### src/rtl/pong_match_ctrl.sv
// Purpose : match sequencer for pong (idle / serve delay / live play / game over), scores and winner.
// Latency : start_evt 3 clk after raw start edge; state, scores and ball_reset update 1 clk after a miss.
// Backpr. : none; event inputs are pulses; events not relevant to the current state are ignored.
//
// Ports:
//   clk, rst_n                  clock, async active-low reset
//   frame_tick                  1-cycle pulse per frame, counted only in SERVE
//   start_btn                   raw asynchronous start button
//   miss_left, miss_right       1-cycle miss pulses from the ball datapath
//   ball_enable, ball_reset     ball motion gate (level) and re-centre request (pulse)
//   serve_dir                   0 = serve toward left, 1 = toward right
//   score_l, score_r            player scores, saturating at WIN_SCORE
//   winner_valid, winner        winner flag (GAMEOVER only) and winning side (1 = right)
//   state_o                     IDLE=0 SERVE=1 PLAY=2 GAMEOVER=3
module pong_match_ctrl #(
    parameter int WIN_SCORE          = 9,
    parameter int SERVE_DELAY_FRAMES = 60,
    parameter int SCORE_W            = 4
) (
    input  logic               clk,
    input  logic               rst_n,
    input  logic               frame_tick,
    input  logic               start_btn,
    input  logic               miss_left,
    input  logic               miss_right,
    output logic               ball_enable,
    output logic               ball_reset,
    output logic               serve_dir,
    output logic [SCORE_W-1:0] score_l,
    output logic [SCORE_W-1:0] score_r,
    output logic               winner_valid,
    output logic               winner,
    output logic [1:0]         state_o
);

    typedef enum logic [1:0] {
        IDLE     = 2'd0,
        SERVE    = 2'd1,
        PLAY     = 2'd2,
        GAMEOVER = 2'd3
    } state_t;

    localparam int                 CNT_W    = $clog2(SERVE_DELAY_FRAMES + 1);
    localparam logic [CNT_W-1:0]   CNT_LOAD = CNT_W'(SERVE_DELAY_FRAMES);
    localparam logic [SCORE_W-1:0] WIN      = SCORE_W'(WIN_SCORE);

    state_t             state, nxt_state;
    logic [CNT_W-1:0]   cnt, nxt_cnt;
    logic [SCORE_W-1:0] nxt_score_l, nxt_score_r;
    logic [SCORE_W-1:0] inc_l, inc_r;
    logic               nxt_serve_dir, nxt_winner, nxt_ball_reset;
    logic               sync1, sync2, sync3, start_evt;

    // Two flops to resolve metastability, a third to detect the rising edge;
    // the event itself is registered so a held button yields exactly one pulse.
    always_ff @(posedge clk or negedge rst_n) begin
        if (!rst_n) begin
            sync1     <= 1'b0;
            sync2     <= 1'b0;
            sync3     <= 1'b0;
            start_evt <= 1'b0;
        end else begin
            sync1     <= start_btn;
            sync2     <= sync1;
            sync3     <= sync2;
            start_evt <= sync2 & ~sync3;
        end
    end

    // Saturating increments; a score can never pass WIN_SCORE.
    assign inc_l = (score_l == WIN) ? score_l : score_l + SCORE_W'(1);
    assign inc_r = (score_r == WIN) ? score_r : score_r + SCORE_W'(1);

    always_comb begin
        nxt_state      = state;
        nxt_cnt        = cnt;
        nxt_score_l    = score_l;
        nxt_score_r    = score_r;
        nxt_serve_dir  = serve_dir;
        nxt_winner     = winner;
        nxt_ball_reset = 1'b0;
        unique case (state)
            IDLE: begin
                if (start_evt) begin
                    nxt_state      = SERVE;
                    nxt_score_l    = '0;
                    nxt_score_r    = '0;
                    nxt_ball_reset = 1'b1;
                    nxt_cnt        = CNT_LOAD;
                end
            end
            SERVE: begin
                // cnt holds the ticks still to wait; the last tick moves to PLAY.
                if (frame_tick) begin
                    nxt_cnt = cnt - CNT_W'(1);
                    if (cnt == CNT_W'(1)) begin
                        nxt_state = PLAY;
                    end
                end
            end
            PLAY: begin
                if (miss_left && miss_right) begin
                    // Simultaneous misses: replay the point, nobody scores.
                    nxt_state      = SERVE;
                    nxt_ball_reset = 1'b1;
                    nxt_cnt        = CNT_LOAD;
                end else if (miss_left || miss_right) begin
                    if (miss_left) begin
                        nxt_score_r   = inc_r;
                        nxt_serve_dir = 1'b0;
                    end else begin
                        nxt_score_l   = inc_l;
                        nxt_serve_dir = 1'b1;
                    end
                    if ((miss_left && inc_r == WIN) || (miss_right && inc_l == WIN)) begin
                        nxt_state  = GAMEOVER;
                        nxt_winner = miss_left;
                    end else begin
                        nxt_state      = SERVE;
                        nxt_ball_reset = 1'b1;
                        nxt_cnt        = CNT_LOAD;
                    end
                end
            end
            GAMEOVER: begin
                if (start_evt) begin
                    nxt_state      = SERVE;
                    nxt_score_l    = '0;
                    nxt_score_r    = '0;
                    nxt_serve_dir  = 1'b1;
                    nxt_ball_reset = 1'b1;
                    nxt_cnt        = CNT_LOAD;
                end
            end
            default: nxt_state = IDLE;
        endcase
    end

    // Level outputs are registered from the next state so they track state_o exactly.
    always_ff @(posedge clk or negedge rst_n) begin
        if (!rst_n) begin
            state        <= IDLE;
            cnt          <= '0;
            score_l      <= '0;
            score_r      <= '0;
            serve_dir    <= 1'b1;
            winner       <= 1'b0;
            ball_reset   <= 1'b0;
            ball_enable  <= 1'b0;
            winner_valid <= 1'b0;
        end else begin
            state        <= nxt_state;
            cnt          <= nxt_cnt;
            score_l      <= nxt_score_l;
            score_r      <= nxt_score_r;
            serve_dir    <= nxt_serve_dir;
            winner       <= nxt_winner;
            ball_reset   <= nxt_ball_reset;
            ball_enable  <= (nxt_state == PLAY);
            winner_valid <= (nxt_state == GAMEOVER);
        end
    end

    assign state_o = state;

endmodule
### config.mk
export PLATFORM = sky130hd
export DESIGN_NAME = pong_match_ctrl
export DESIGN_NICKNAME = d
export VERILOG_FILES = /design/src/rtl/pong_match_ctrl.sv
export SDC_FILE = /design/constraint.sdc
export NUM_CORES = 1
export LEC_CHECK = 0
export BUFFER_PORTS_ARGS = -buffer_cell sky130_fd_sc_hd__buf_2
export CAP_MARGIN = 20
export CORE_AREA = 2 2 83 85
export CTS_CLUSTER_DIAMETER = 150
export DETAILED_ROUTE_END_ITERATION = 8
export DIE_AREA = 0 0 85 87
export PLACE_DENSITY = 0.48
export SKIP_CTS_REPAIR_TIMING = 1
export SYNTH_ARGS = -nofsm -noshare
export SYNTH_HDL_FRONTEND = slang
export SYNTH_SLANG_ARGS = --single-unit
### constraint.sdc
create_clock -name clk -period 2.6 [get_ports clk]
set_input_delay 0.39 -clock clk [delete_from_list [all_inputs] [get_ports clk]]
set_output_delay 0.39 -clock clk [all_outputs]
set_load 0.01 [all_outputs]
# --- Yosys cells after proc, flatten, opt, wreduce, memory -nomap -nowiden ---
# Cells that the tools add are included.
word_totals:
  out_inout_bits: 15
  reg_bits: 25
  wordCells: 86
  input_bits: 6
op_classes:
  n_eq_ne: 19
  bitwise_logic: 3
  mux: 34
  add_sub_neg: 3
  reduce_logical: 14
ops:
  columns: ["cell", "n"]
  rows:
  - ["4-bit 2-to-1 mux", 9]
  - ["6-bit 2-to-1 mux", 5]
  - ["6-bit case mux with 3 select lines", 1]
  - ["4-bit equality test (second input constant)", 4]
  - ["4-bit case mux with 2 select lines", 2]
  - ["2-bit 2-to-1 mux", 6]
  - ["2-bit != test (second input constant)", 6]
  - ["4-bit AND reduction", 3]
  - ["5-bit AND reduction", 2]
  - ["4-bit by 1-bit adder with 4-bit output (second input constant)", 2]
  - ["2-bit equality test (second input constant)", 4]
  - ["1-bit 2-to-1 mux", 8]
  - ["6-bit by 1-bit equality test with 1-bit output (second input constant)", 1]
  - ["3-bit != test (second input constant)", 2]
  - ["2-bit case mux with 3 select lines", 1]
  - ["6-bit by 1-bit subtractor with 6-bit output (second input constant)", 1]
  - ["1-bit case mux with 2 select lines", 2]
  - ["2-bit nonzero test", 2]
  - ["1-bit logical AND", 3]
  - ["2-bit by 1-bit equality test with 1-bit output (second input constant)", 1]
  - ["2-bit zero test", 1]
  - ["1-bit logical OR", 2]
  - ["2-bit by 1-bit != test with 1-bit output (second input constant)", 1]
  - ["1-bit NOT", 2]
  - ["2 further kinds", 2]

# --- Logic depth before layout (Yosys ltp) ---
# Gate-level depths: netlist of the first run.
logic_depth:
  word_depth: 10
  mapped_depth: 9
  mapped_depth_nobuf: 7

# --- Least setup slack after synthesis of the first run ---
# Ideal clock, no wire load.
synth_path:
  kind: "reg2reg"
  from: "reg state[0] (netlist: state_o[0])"
  to: "reg score_l[3]"
  arrival_time_ps: 1854
  slack_ps: 625
  path_stages_with_launch: 10
  synth_period_minus_slack_ps: 1975
  required_ps: 2479
  path_buffers: 2
  setup_ps: 121
  path_cell_list: "dfrtp_1 -> inv_1 -> ha_1 -> buf_2 -> mux2i_1 -> nand2b_1 -> clkbuf_1 -> nor3_1 -> a21o_1 -> a22o_1"
synth_between:
  elab_chain_cells: 4
  word_cells_on_any_way: 11
  cone_classes: "6 x eq/ne; 1 x mux; 4 x reduce/logical"
synth_lines:
  columns: ["item", "line_no", "source"]
  rows:
  - ["start: declaration", "47", "state_t state, nxt_state;"]
  - ["start signal: assignment", "152", "state <= nxt_state;"]
  - ["2-bit equality test or 2-bit zero test (tied branches)", "82", "unique case (state)"]
  - ["2-bit OR reduction (no line)", null, null]
  - ["2-bit by 1-bit != test with 1-bit output (no line) or 2-bit nonzero test (tied branches)", null, null]
  - ["5-bit AND reduction (no line)", null, null]
  - ["end signal: assignment", "154", "score_l <= nxt_score_l;"]
  - ["end: declaration", "29", "output logic [SCORE_W-1:0] score_l,"]
# Several ways; a longest one is shown, not always the timed one.
# A chain may end at the register's enable or synchronous reset.

# --- Worst setup path after layout of the first run ---
layout_path:
  from: "reg score_r[0]"
  to: "reg cnt[1]"
layout_between:
  elab_chain_cells: 7
  word_cells_on_any_way: 8
  cone_classes: "1 x add/sub; 3 x eq/ne; 1 x mux; 3 x reduce/logical"
layout_lines:
  columns: ["item", "line_no", "source"]
  rows:
  - ["start: declaration", "30", "output logic [SCORE_W-1:0] score_r,"]
  - ["start signal: assignment", "155", "score_r <= nxt_score_r;"]
  - ["4-bit by 1-bit adder with 4-bit output or 4-bit equality test (tied branches)", "72", "assign inc_r = (score_r == WIN) ? score_r : score_r + SCORE_W'(1);"]
  - ["4-bit 2-to-1 mux *", "72", null]
  - ["4-bit equality test *", "115", "if ((miss_left && inc_r == WIN) || (miss_right && inc_l == WIN)) begin"]
  - ["1-bit logical AND *", "115", null]
  - ["1-bit logical OR *", "115", null]
  - ["3-bit != test (no line) *", null, null]
  - ["4-bit AND reduction (no line) *", null, null]
  - ["end signal: assignment", "153", "cnt <= nxt_cnt;"]
  - ["end: declaration", "48", "logic [CNT_W-1:0] cnt, nxt_cnt;"]
# Mark *: on every way between the ends. The rest lies on a longest branch, timed or not.

==> impl_summary.md, run 1 <==
Clocking
The clock root buffer is sky130_fd_sc_hd__clkbuf_8. CTS built an H-tree with a depth of 1. The clock transition at the register clock pins on the worst setup and hold paths after CTS is 90 ps.

Clock tree synthesis found a total of 25 sinks. Buffers inserted during clock tree synthesis total 3. TritonCTS built the clock tree. Counting along the longest clock path gives a buffer depth of 2. The insertion delay to the later sink of the worst-skew pair is 270 ps.

Place
The final RePlAce weighted congestion is 0.7436. The area after detailed placement is 0.001770 mm^2. The half-perimeter wire length of the detailed placement result is 2598 um.

Including well taps, the total number of placed cells is 268. The minimum setup slack after placement is 470.3 ps. The count of buffers from port buffering is 20.

Global route
Global routing used 10.20% of the available tracks across all layers. The via count of the first global-routing pass is 1269. The largest net degree at the start of global routing is 26. For met1 alone, demand over resource in global routing was 14.39%. The first global-routing pass estimated 6147 um of wire. The global routing stage identified its most utilized layer as met2. The initial antenna violation count was 0.

The met2 capacity usage during global routing is 15.84%. Global routing used 2.559% of the available met3 tracks. The sum of overflow across all layers after global routing is 0.

Cells and area
The count of filler cells inserted in the layout is 706. The count of non-filler cells in the finished layout is 272. The number of antenna diodes in the final layout is 0. Of the cells placed in the final design, the portion with a size suffix greater than 1 is 16.15%. The library cell used most frequently in the layout, excluding fill and tap cells, is sky130_fd_sc_hd__dfrtp_1.

In the layout the commonest cells are sky130_fd_sc_hd__dfrtp_1 (24), sky130_fd_sc_hd__inv_1 (20), sky130_fd_sc_hd__buf_2 (20), sky130_fd_sc_hd__a21oi_1 (17). The post-synthesis to final-layout area growth is 14.07%. Summing all non-filler instances in the final layout gives an area of 0.001815 mm^2.

After the last flow step, the layout net total stands at 212.

Setup path
The worst path required time is 2790 ps. The critical path arrival is 2310 ps. In this run the worst setup path begins at score_r[0]$_DFFE_PN0P_. The largest fanout on the critical path is 10. The slowest cell on the critical path is sky130_fd_sc_hd__dfrtp_1. The number of buffers and inverters on the critical path is 0. Among cell families on the critical path, the largest total delay comes from compound AO/OA/AOI/OAI gates. The startpoint kind of the worst setup timing path is a flop. The maximum single-stage delay on the critical path is 510 ps. The worst setup path is captured at a flop.

The worst setup path is of the reg2reg kind. Traced cell by cell, the critical path runs through ha_1 -> nand2b_4 -> mux2_4 -> a32oi_4 -> o21ba_4 -> mux2i_1. The startpoint identified for the worst register-to-register timing path is score_r[0]$_DFFE_PN0P_.

Power
The proportion of power drawn by combinational gates is 51.6%. The switching power share of the total is 44.43%. Cell internal power was estimated by the tool at 1.046 mW.

Summed over all nets, the switching power comes to 0.8363 mW. In this run the power density over the cells is 1037 mW/mm^2. The peak supply drop is 0.0003971 V. The share of total power in sequential cells is 36.0%. The static leakage is 0.8362 nW. The proportion of power drawn by the clock network is 12.4%.

Floorplanning
The initial utilization of the core area, before any placement, comes to 24.23%. The I/O pin total is 21. The die height is 87 um. The floorplan row count is 30. The die covers 0.007395 mm^2. After floorplanning, the core was sized to cover 0.006569 mm^2. The die span in x is 85 um.

Timing
The final number of hold-violating endpoints is 0. Setup repair after global routing left no endpoint under its margin. Dividing the final minimum period by the clock period gives 81.39%. Between clock sinks in the finished design, the worst skew comes to 1.131 ps. The highest achievable clock rate is 472.5 MHz. The final sum of negative setup slack is 0 ps.

The transition time at the pin with the least slew margin is 574.4 ps. Setup slack on the critical path of the routed design comes to 483.7 ps. The max-slew headroom at the worst pin is 61.71%.

The smallest clock period supported by the final layout is computed as 2116 ps. The setup violation total in the final timing report is 0. The number of pins with negative max-slew slack in the final report came to 0.

Synthesis
After synthesis the cells add up to 0.001592 mm^2. The most used flip-flop cell after synthesis is sky130_fd_sc_hd__dfrtp_1. The number of instances in the synthesized netlist is 173. For this run, the register share of the synthesized area comes to 39.39%. Yosys printed 0 warnings. In the synthesized netlist the async set-or-reset flop fraction comes to 100.0%. The count of unique library cells instantiated by Yosys is 39. Counting flops and latches in the post-synthesis netlist gives 25.

The post-synthesis area per instance is 9.200 um^2. The number of enable flip-flop cells after synthesis is 0. The net count of the mapped netlist is 192.

Route
The routed wire length is 3563 um. The average wire per standard cell is 13.10 um. The routed layout has 1280 vias. The number of nets with antenna violations after routing is 0. The number of DRC markers after the initial detailed-route iteration is 75. For this run, design rule violations remaining after detail routing come to 0. The average vias per placed instance is 4.706. The number of iterations in the first detailed-routing pass is 4.

Job
The max-cap violation count is 0.

Outcome
The run finished with clean final reports.

Min path
The path class of the tightest hold or removal check is in2async.
==> metal layers <==
metal  share of wire (%)  wire length, um  vias to the layer above
met3                 3.8              135                        4
met2                  45             1589                       22
met1                  50             1799                      600
li1                    -                -                      654
met5                   0                0                        -
met4                 1.1               38                        0
==> metrics by stage <==
step / utilization [%] / power (mW) / hold WS (ps)
final: 27.64 / 1.882 / 109.8
after global routing: 27.64 / 2.063 / 155.8
after floorplan: - / 1.379 / 94.41
after CTS: 27.64 / 1.916 / 130.8
after detailed placement: 26.95 / 1.663 / 337.1
after global placement: 26.95 / 1.661 / 333.4
==> layout make-up <==
cell class / instances / area, um^2 / share of cell area, %
multi-input cells: 123 / 868.3 / 47.83
clock buffers: 4 / 45.04 / 2.481
repair buffers: 20 / 100.1 / 5.513
flip-flops and latches: 25 / 626.9 / 34.53
inverters: 20 / 75.07 / 4.135
well taps: 80 / 100.1 / 5.513
==> path summary, 6_finish.rpt <==
check / end / slack (ps) / cells after the start
max in group asynchronous: serve_dir$_DFFE_PN1P_ / 2110 / 1
setup / recovery: cnt[1]$_DFFE_PN0P_ / 480 / 6
hold / removal: cnt[1]$_DFFE_PN0P_ / 110 / 1
hold reg to reg: sync2$_DFF_PN0_ / 350 / 0
setup reg to reg: cnt[1]$_DFFE_PN0P_ / 480 / 6
min in group clk: sync1$_DFF_PN0_ / 220 / 1
==> sequential cells by signal, summed over array words and instances, names as in the netlist <==
signal / count
winner: 1
start_evt: 1
winner_valid: 1
sync3: 1
ball_enable: 1
ball_reset: 1
sync1: 1
score_r: 4
score_l: 4
state_o: 2
sync2: 1
cnt: 6
serve_dir: 1
==> power groups by stage <==
stage               clock, mW  combinational (mW)  sequential [mW]
floorplan                   0               0.694            0.685
global placement            0               0.978            0.683
detailed placement          0               0.978            0.685
CTS                     0.251               0.987            0.678
global route            0.259                1.10            0.704
finish                  0.233               0.971            0.678
==> synthesized netlist by cell type, drive strengths merged, types with 2 or more instances <==
master | count | area share, %
a21oi | 17 | 5.3
o22ai | 2 | 0.79
a21o | 2 | 0.94
nand2b | 7 | 3.2
nor3 | 6 | 1.9
clkbuf | 3 | 0.71
o31ai | 4 | 1.9
o21ai | 13 | 4.1
ha | 13 | 10
nor2 | 9 | 2.1
inv | 20 | 4.7
a22o | 4 | 2.2
mux2i | 2 | 1.3
nand2 | 11 | 2.6
buf | 2 | 0.63
nor2b | 4 | 1.6
a32oi | 5 | 3.9
nand3 | 5 | 1.6
or3 | 3 | 1.2
dfrtp | 24 | 38
==> cell families (layout without fill, tap and decap cells) <==
| family | Yosys count | count (layout) | synth area share [%] |
|---|---|---|---|
| AND/OR/NAND/NOR | 52 | 52 | 17.53 |
| AO/OA/AOI/OAI | 55 | 55 | 24.61 |
| buffers and inverters | 25 | 44 | 6.053 |
| multiplexers | 3 | 3 | 2.201 |
| flip-flops | 25 | 25 | 39.39 |
| adder cells (fa/ha/maj) | 13 | 13 | 10.22 |
(Power assumes the default switching activity.)
==> inputs of run 2 (changes only) <==
Settings changed: ABC_AREA set to 1, CORE_AREA 2 2 83 85 to 2 2 81 83, DIE_AREA 0 0 85 87 to 0 0 83 85, PLACE_DENSITY 0.48 to 0.49.
Clock period 2.6 ns to 1.9 ns, I/O delays scaled along.
==> impl_summary.md, run 2 <==
Timing
Setup violations remaining at the end of the flow were counted as 0. The max-slew headroom at the worst pin is 59.85%. Setup total negative slack on the finished layout was measured at 0 ps. The final number of hold-violating endpoints was 0. For the final database, setup skew stands at 3.832 ps. For the pin with the worst max-slew slack, the measured transition is 602.3 ps. The worst path uses 91.71% of the clock period. For this run, the top clock speed supported by timing is 573.9 MHz.

The post-route minimum period is 1742 ps. Setup repair after global routing left no endpoint under its margin. The number of pins with negative max-slew slack in the final report is 0.

Synthesis
The number of instances in the synthesized netlist is 189. By instance count, the leading cell after synthesis is sky130_fd_sc_hd__nand2_1. By area, the combinational part of the netlist is dominated by simple AND/OR/NAND/NOR gates. The total of warnings raised by yosys is 0.

Of the post-synthesis cell area, the part taken by muxes is 0%. The number of nets in the synthesized netlist is 208. Summing the areas of all xor and xnor instances in the mapped netlist gives 2.355% of the synthesized area. The synthesized area is 0.001488 mm^2.

The post-synthesis area per instance is 7.871 um^2. The most used flip-flop cell after synthesis is sky130_fd_sc_hd__dfrtp_1. After synthesis the netlist holds a flip-flop and latch count of 25. The compound-gate portion of the synthesized area is 10.68%.

The synthesized design spends more area on one cell type than any other, namely sky130_fd_sc_hd__dfrtp_1. Sorting the synthesized cells by how often they occur yields sky130_fd_sc_hd__nand2_1 (44), sky130_fd_sc_hd__inv_1 (29), sky130_fd_sc_hd__dfrtp_1 (24). The sequential fraction of the synthesis area is 42.14%.

The synthesized netlist devotes 10.93% of its cell area to adder and majority cells. Synthesis instantiated 23 different standard cells from the library. The simple logic cell fraction of the synthesized area is 25.32%.

Counting flops with a built-in enable in the synthesized netlist gives 0. Ranked by total cell area, the synthesized netlist is headed by sky130_fd_sc_hd__dfrtp_1 (40%), sky130_fd_sc_hd__nand2_1 (11%), sky130_fd_sc_hd__ha_1 (11%). Of all flip-flops after synthesis, the portion carrying an async set or reset was 100.0%. The fraction of synthesized cell area taken by the top area cell type is 40.37%.

Route
The average vias per placed instance is 4.215. The routed wire length is 3280 um. The number of nets with antenna violations after routing is 0.

The number of iterations in the first detailed-routing pass is 4. The detailed-route via count is 1252. After detailed routing, the number of remaining DRC violations is 0. Dividing the detail-routed wire length by the instance count gives 11.04 um.

For this block, the initial DRC count from the detailed router was 40.

Cells and area
The library cell used most frequently in the layout, excluding fill and tap cells, is sky130_fd_sc_hd__nand2_1. The area of all sequential standard cells is 629.4 um^2. The post-synthesis to final-layout area growth is 21.78%. The final instance area is 0.001812 mm^2. Summing all multi-input logic gate instances after layout gives 770.7 um^2. The layout has 663 filler cells. The count of cells in the finished layout, fillers not included, comes to 297.

Cells with a size suffix above 1 make up 22.27% of the layout. In the layout the commonest cells are sky130_fd_sc_hd__nand2_1 (43), sky130_fd_sc_hd__inv_1 (29), sky130_fd_sc_hd__dfrtp_1 (22), sky130_fd_sc_hd__buf_2 (20), sky130_fd_sc_hd__nor2_1 (19). The register with the most flip-flops in the final layout is cnt. The post-layout net count is 240. The largest registers in the layout are cnt (6), score_l (4), score_r (4). Once layout is complete, the utilization of the core stands at 29.20%. The register with the most flip-flops in the layout has 6 of them.

The number of antenna diodes in the final layout is 0.

Place
Counting tap cells, the placed design contains a total of 291 instances. The area after detailed placement is 0.001718 mm^2. The half-perimeter wire length of the detailed placement result is 2327 um. The congestion estimate from routability-driven global placement came to 0.7969. Port buffering added 20 buffers.

Setup path
On the worst path, the slowest cell contributes a delay of 440 ps. The slowest cell on the critical path is sky130_fd_sc_hd__dfrtp_2. The largest fanout on the critical path is 6. The worst path required time is 2070 ps.

The kind of end point of the critical path is a flop. The critical path arrival is 1910 ps. The critical path goes through inv_1 -> ha_2 -> nand2_1 -> nor2_2 -> nor2_1 -> nor2_1 -> nand3_1 -> nand2_2 -> nand3_4 -> nand2_2 -> o21ai_1.

STA classifies the critical path startpoint as a flop. The start-to-end type of the worst setup path is reg2reg.

Global route
The largest net degree at the start of global routing is 26. The initial antenna violation count is 0. The first-pass GRT wire length is 5506 um. Global routing finished with a remaining overflow of 0. Across every metal layer, demand over resource in global routing totals 9.581%. The via count of the first global-routing pass was 1201.

Power
IR analysis of the VDD net gives a maximum drop of 0.0005632 V. For this design the static power due to leakage is 0.9233 nW. For this design the ratio of total power to cell area is 1569 mW/mm^2.

Clocking
The clock root buffer is sky130_fd_sc_hd__clkbuf_8. The CTS tree is built. After clock tree synthesis, the clock-pin slew on the worst setup and hold paths is 90 ps. The number of clock sinks is 25. The clock passes through at most 2 buffers. The clock buffer count from CTS is 3. The level count of the clock H-tree is 1. The later pin in the worst-skew pair is clocked with a latency of 270 ps.

Min path
The tightest min-delay check is of the in2async type.

Floorplanning
The region available for standard cell placement spans 0.006205 mm^2. The area of the die is 0.007055 mm^2. The die height is 85 um. 21 I/O pins were placed. The floorplan row count is 29. Once the floorplan was initialized, standard cells occupied 23.98% of the core. The die span in x is 83 um.

Job
The max-cap violation count is 0.

Outcome
The flow ran to the end, and the final reports show no timing, DRC or antenna violations.
[run 2: cell count changes after synthesis, sizes merged, moves of 6 or more]
cell    previous run  this run
a21oi             17         4
inv               20        31
nand2             11        45
nand2b             7         0
nand3              5        17
nor2               9        21
nor3               6         0
[run 2: per-layer routing]
| layer | track usage, % | share of wire [%] | up-vias |
|---|---|---|---|
| met3 | 2.140 | 3.7 | 4 |
| met2 | 15.47 | 44 | 23 |
| li1 | - | - | 666 |
| met4 | 3.130 | 1.1 | 0 |
| met5 | 0 | 0 | - |
| met1 | 12.79 | 51 | 559 |
[run 2: where the power goes]
| part | switching (mW) | total, mW | internal (mW) | leakage, nW |
|---|---|---|---|---|
| Sequential | 0.191 | 0.927 | 0.736 | 0.313 |
| Clock | 0.181 | 0.329 | 0.147 | 0.0255 |
| Combinational | 0.960 | 1.59 | 0.627 | 0.585 |
[run 2: kinds of logic after synthesis]
kind of cell             after synthesis
AND/OR/NAND/NOR                       88
buffers and inverters                 32
AO/OA/AOI/OAI                         27
flip-flops                            25
adder cells (fa/ha/maj)               13
XOR/XNOR                               4
[run 2: through the flow]
step | total power, mW | setup WS [ps] | hold WS, ps
6_report | 2.842 | 157.5 | 5.128
5_1_grt | 3.156 | 13.15 | 47.15
4_1_cts | 2.809 | 8.774 | 24.81
3_5_place_dp | 2.466 | 36.31 | 336.4
3_3_place_gp | 2.460 | 44.39 | 332.4
2_1_floorplan | 1.987 | 121.9 | -10.59
[run 2: path summary, 6_finish.rpt]
kind	from	end	slack (ps)	cells after the start
setup / recovery	score_l[1]$_DFFE_PN0P_	cnt[0]$_DFFE_PN0P_	160	11
hold / removal	rst_n	score_r[2]$_DFFE_PN0P_	5	1
hold reg to reg	sync1$_DFF_PN0_	sync2$_DFF_PN0_	350	0
setup reg to reg	score_l[1]$_DFFE_PN0P_	cnt[0]$_DFFE_PN0P_	160	11
max in group asynchronous	rst_n	score_l[0]$_DFFE_PN0P_	1470	1
min in group clk	start_btn	sync1$_DFF_PN0_	110	1
[run 2: worst max-delay path: cells and delay by family, from the launching register on]
| kind | cells | cell delay [ps] |
|---|---|---|
| and+or+nand+nor | 8 | 850 |
| buffers and inverters | 1 | 70 |
| adders and majority gates | 1 | 190 |
| AOI/OAI and AO/OA | 1 | 80 |
| DFF | 1 | 440 |
[run 2: layout make-up]
type / instances / share of cell area (%)
Clock buffer: 3 / 2.279
Multi-Input combinational cell: 133 / 42.54
Sequential cell: 25 / 34.74
Tap cell: 77 / 5.318
Inverter: 31 / 6.423
Clock inverter: 1 / 0.2762
Timing Repair Buffer: 27 / 8.425
